--- src/rtl/sc_reglane_bank.sv ---
// rtl/sc_reglane_bank.sv - bank of independently rotating lane pattern registers for the Frogger datapath
module sc_reglane_bank #(
    parameter int RegLANE_DATAWIDTH   = 8,
    parameter int RegLANE_LANES       = 4,
    parameter int RegLANE_SELWIDTH    = 2,
    parameter int RegLANE_PERIODWIDTH = 8,
    parameter logic [RegLANE_DATAWIDTH-1:0] DATA_FIXED_INITLANE = 8'b00000000
) (
    input  logic                                         SC_RegPOINTTYPE_CLOCK_50,
    input  logic                                         SC_RegPOINTTYPE_RESET_InHigh,
    input  logic                                         SC_RegLANE_clear_InLow,
    input  logic                                         SC_RegLANE_enable_In,
    input  logic                                         SC_RegLANE_load_InLow,
    input  logic [RegLANE_SELWIDTH-1:0]                  SC_RegLANE_loadsel_In,
    input  logic [RegLANE_DATAWIDTH-1:0]                 SC_RegLANE_data_InBUS,
    input  logic                                         SC_RegLANE_cfg_InLow,
    input  logic [RegLANE_SELWIDTH-1:0]                  SC_RegLANE_cfgsel_In,
    input  logic [RegLANE_PERIODWIDTH-1:0]               SC_RegLANE_period_In,
    input  logic                                         SC_RegLANE_dir_In,
    output logic [RegLANE_LANES*RegLANE_DATAWIDTH-1:0]   SC_RegLANE_data_OutBUS,
    output logic [RegLANE_LANES-1:0]                     SC_RegLANE_step_Out
);

    localparam int DW = RegLANE_DATAWIDTH;
    localparam int PW = RegLANE_PERIODWIDTH;
    localparam int SW = RegLANE_SELWIDTH;

    logic clearActive;
    logic loadActive;
    logic cfgActive;

    assign clearActive = ~SC_RegLANE_clear_InLow;
    assign loadActive  = ~SC_RegLANE_load_InLow;
    assign cfgActive   = ~SC_RegLANE_cfg_InLow;

    for (genvar i = 0; i < RegLANE_LANES; i++) begin : laneGen
        localparam logic [SW-1:0] LANE_IDX = SW'(i);

        logic [DW-1:0] patternReg;
        logic [PW-1:0] periodReg;
        logic [PW-1:0] countReg;
        logic          dirReg;
        logic          stepReg;

        logic          loadHit;
        logic          cfgHit;
        logic          running;
        logic          rotateNow;
        logic [DW-1:0] rotated;

        // Selectors beyond the last lane simply match no lane.
        assign loadHit   = loadActive && (SC_RegLANE_loadsel_In == LANE_IDX);
        assign cfgHit    = cfgActive && (SC_RegLANE_cfgsel_In == LANE_IDX);
        assign running   = SC_RegLANE_enable_In && (periodReg != '0);
        assign rotateNow = running && (countReg == periodReg - PW'(1));
        assign rotated   = dirReg ? {patternReg[0], patternReg[DW-1:1]}
                                  : {patternReg[DW-2:0], patternReg[DW-1]};

        always_ff @(posedge SC_RegPOINTTYPE_CLOCK_50 or posedge SC_RegPOINTTYPE_RESET_InHigh) begin
            if (SC_RegPOINTTYPE_RESET_InHigh) begin
                patternReg <= '0;
                periodReg  <= '0;
                countReg   <= '0;
                dirReg     <= 1'b0;
                stepReg    <= 1'b0;
            end else begin
                stepReg <= 1'b0;
                if (clearActive) begin
                    patternReg <= DATA_FIXED_INITLANE;
                    countReg   <= '0;
                end else if (loadHit) begin
                    patternReg <= SC_RegLANE_data_InBUS;
                    countReg   <= '0;
                end else if (rotateNow) begin
                    patternReg <= rotated;
                    countReg   <= '0;
                    stepReg    <= 1'b1;
                end else if (running) begin
                    countReg <= countReg + PW'(1);
                end
                // Config restarts the count regardless of what the pattern path did.
                if (cfgHit) begin
                    periodReg <= SC_RegLANE_period_In;
                    dirReg    <= SC_RegLANE_dir_In;
                    countReg  <= '0;
                end
            end
        end

        assign SC_RegLANE_data_OutBUS[i*DW +: DW] = patternReg;
        assign SC_RegLANE_step_Out[i]             = stepReg;
    end

endmodule

--- config.mk ---
export PLATFORM = sky130hd
export DESIGN_NAME = sc_reglane_bank
export DESIGN_NICKNAME = d
export VERILOG_FILES = /design/src/rtl/sc_reglane_bank.sv
export SDC_FILE = /design/constraint.sdc
export NUM_CORES = 1
export LEC_CHECK = 0
export CAP_MARGIN = 20
export CELL_PAD_IN_SITES_DETAIL_PLACEMENT = 1
export CELL_PAD_IN_SITES_GLOBAL_PLACEMENT = 2
export CORE_MARGIN = 4
export CORE_UTILIZATION = 30
export CTS_BUF_LIST = sky130_fd_sc_hd__clkbuf_8
export CTS_CLUSTER_DIAMETER = 60
export DETAILED_ROUTE_END_ITERATION = 12
export DONT_BUFFER_PORTS = 1
export PLACE_DENSITY = 0.58
export SYNTH_ARGS = -nofsm -noshare
export SYNTH_HDL_FRONTEND = slang
export SYNTH_SLANG_ARGS = --single-unit
--- constraint.sdc ---
create_clock -name SC_RegPOINTTYPE_CLOCK_50 -period 5.5 [get_ports SC_RegPOINTTYPE_CLOCK_50]
set_input_delay 1.1 -clock SC_RegPOINTTYPE_CLOCK_50 [delete_from_list [all_inputs] [get_ports SC_RegPOINTTYPE_CLOCK_50]]
set_output_delay 1.1 -clock SC_RegPOINTTYPE_CLOCK_50 [all_outputs]
set_load 0.005 [all_outputs]
==> metrics.yaml <==
finish:
  multi_input_area_um2: 3488
  drive_gt1_share_pct: 15.02
  antennaDiodeCount: 0
  syn_to_final_growth_pct: 8.806
  fin_area_um2: 6864
  fin_nets: 673
  layout.area.seq_um2: 2603
  fill_cells: 2302
drt:
  avgRoutedWirePerCell_um: 19.97
  drtPass1Iterations: 4
  ant_nets: 0
  vias: 4963
  drt_iter0_drc: 168
  route.detailed.drc: 0
  via_per_inst: 5.460
  drt_wl_total_um: 18160
logic_synthesis:
  yosysMostFrequentCell: "dfrtp_1"
  seq_area_frac_synth_pct: 41.25
  synth.top_cells.by_area: "dfrtp_1, mux2_2, mux2i_1"
  async_reset_ff_share_pct: 100.0
  synth_warnings: 0
  yosys.area.top_type: "dfrtp_1"
  yosysUniqueCellTypes: 66
  avgSynthCellArea_um2: 9.781
  synth_edf_count: 0
  syn-num-nets: 684
  ys_ff_latch: 104
  syn_area_um2: 6309
  synth.top_cell.area_share_pct: 41.25
  synth_common_cells: "dfrtp_1, nand2_1, mux2_2, o21ai_0, mux2i_1"
  netlist_instances: 645
  yosys_most_used_dff: "dfrtp_1"
pwr:
  power_density_nw_per_um2: 275.8
  leakage_uw: 0.002852
  peakVddDrop_mv: 0.1155
critical_path:
  crit_fanout: 9
  r2r-start: "laneGen[2].periodReg[0]"
  critPathKind: "flop to flop"
  endpoint: "laneGen[2].countReg[2]"
  critPathCaptureType: "flop"
  startpoint: "laneGen[2].periodReg[0]"
  cp.arrival_ps: 3280
  regToRegSetupSlack_ps: 2500
  reg2reg_depth: 8
  r2r_end: "laneGen[2].countReg[2]"
  start_kind: "flop"
  cp_data_required_time_ps: 5780
die:
  die_y_um: 153.0
  ios: 63
  dieArea_um2: 23410
  die_x_um: 153.0
  coreArea_um2: 20430
  rows: 52
  start_util_pct: 30.88
sta:
  whs_ps: 560.2
  drv_slew: 0
  setup_slack_ps: 2497
  setup_viol: 0
  skew_ps: 24.64
  rsz0062_at_grt: "no"
  tns_ps: 0
  hold_violations: 0
  tightestPinTransition_ps: 1060
  max_freq_mhz: 333.0
  finalCritPeriodShare_pct: 54.61
  max_slew_margin_pct: 29.00
  post-route-min-period_ps: 3003
placed_design:
  dpl_cell_area_um2: 6600
  dp_slack_ps: 2225
  io_buffers: 0
  dp_hpwl_um: 13130
  globalplace.congestion: 0.7421
clock_network:
  clk_path_buf_depth: 2
  cts_root_buffer: "clkbuf_8"
  cts_buffers: 9
  cts_setup_buffers: 0
  cts.hold.buffers_added: 0
  clock-sinks: 104
  tritoncts: "built"
  cts.htree.levels: 3
  clock_latency_ps: 400
  ctsResizeCount: 0
  clk_pin_slew_ps: 110
status:
  status: "finished clean"
grt:
  grt_max_degree: 77
  grt_pass1_vias: 5111
  grt_pass1_wl_um: 29230
  grt_antenna_before_repair: 0
  gr-total-overflow: 0
  track_usage_pct: 15.49
flow_run:
  max_cap_violations: 0
worst_hold_path:
  hold_path_class: "input port to asynchronous set/reset pin"
area by class of cell:
cell class	count	share of cell area, %
flip-flops and latches	104	37.91
well taps	270	4.922
repair buffers	12	1.659
inverters	25	1.404
clock inverters	7	1.476
multi-input cells	482	50.82
clock buffers	9	1.805
per-layer routing:
layer | share of wire, % | global-route usage (%) | vias to the layer above
met5 | 0 | 0 | -
met4 | 1.4 | 3.818 | 0
met3 | 5.8 | 4.637 | 12
met2 | 46 | 24.89 | 82
met1 | 47 | 20.56 | 2535
li1 | - | - | 2334
power breakdown:
part	switching, uW	leakage (uW)	internal [uW]	total (uW)
clock network	299	0.000106	261	559
logic	198	0.00138	188	386
registers	117	0.00137	831	948
total	613	0.00285	1280	1890
logic make-up after synthesis:
logic type,count (synthesis),share of synthesized area (%)
flops,104,41.25
buf+inv,59,3.927
compound gates,140,15.67
xor+xnor,37,5.355
fa+ha+maj,12,2.380
simple gates,215,18.13
mux,78,13.29
state kept, by name, summed over array words and instances (netlist names):
signal and cells:
laneGen.countReg 32, laneGen.patternReg 32, laneGen.periodReg 32, laneGen.dirReg 4, laneGen.stepReg 4
metrics by stage:
stage,total power [uW],cells,utilization [%]
2_1_floorplan,1242,645,-
3_3_place_gp,1336,891,32.31
3_5_place_dp,1349,891,32.31
4_1_cts,1928,907,33.41
5_1_grt,2010,909,33.60
6_report,1893,909,33.60
worst max-delay path: stages, from the launching register on:
cell	delay (ps)
dfrtp_1	460
inv_1	120
ha_1	330
o21bai_1	170
a2111oi_0	130
a311o_1	290
a31oi_1	640
o21ai_1	390
o311ai_0	380
worst min path at each step:
stage	from	to	slack, ps	cells past startpoint
after CTS	laneGen[3].periodReg[1]	laneGen[3].periodReg[1]	590	1
after global routing	SC_RegPOINTTYPE_RESET_InHigh	laneGen[1].countReg[0]	560	1
after floorplan	laneGen[1].countReg[1]	laneGen[1].countReg[1]	510	2
final	SC_RegPOINTTYPE_RESET_InHigh	laneGen[1].countReg[0]	560	1
after global placement	laneGen[3].periodReg[1]	laneGen[3].periodReg[1]	540	1
after detailed placement	laneGen[3].periodReg[5]	laneGen[3].periodReg[5]	560	1
cells in the final DEF, fill, tap and decap left out, drive strengths merged, types with 10 or more instances in the layout:
cell,n
ha,12
mux2i,32
o21ai,42
buf,12
nand2,66
a21o,14
and3,12
or3,10
nor3,23
nor2,20
nand3,29
xnor2,24
inv,27
o211ai,22
mux2,46
dfrtp,104
xor2,12
(Power assumes the default switching activity.)
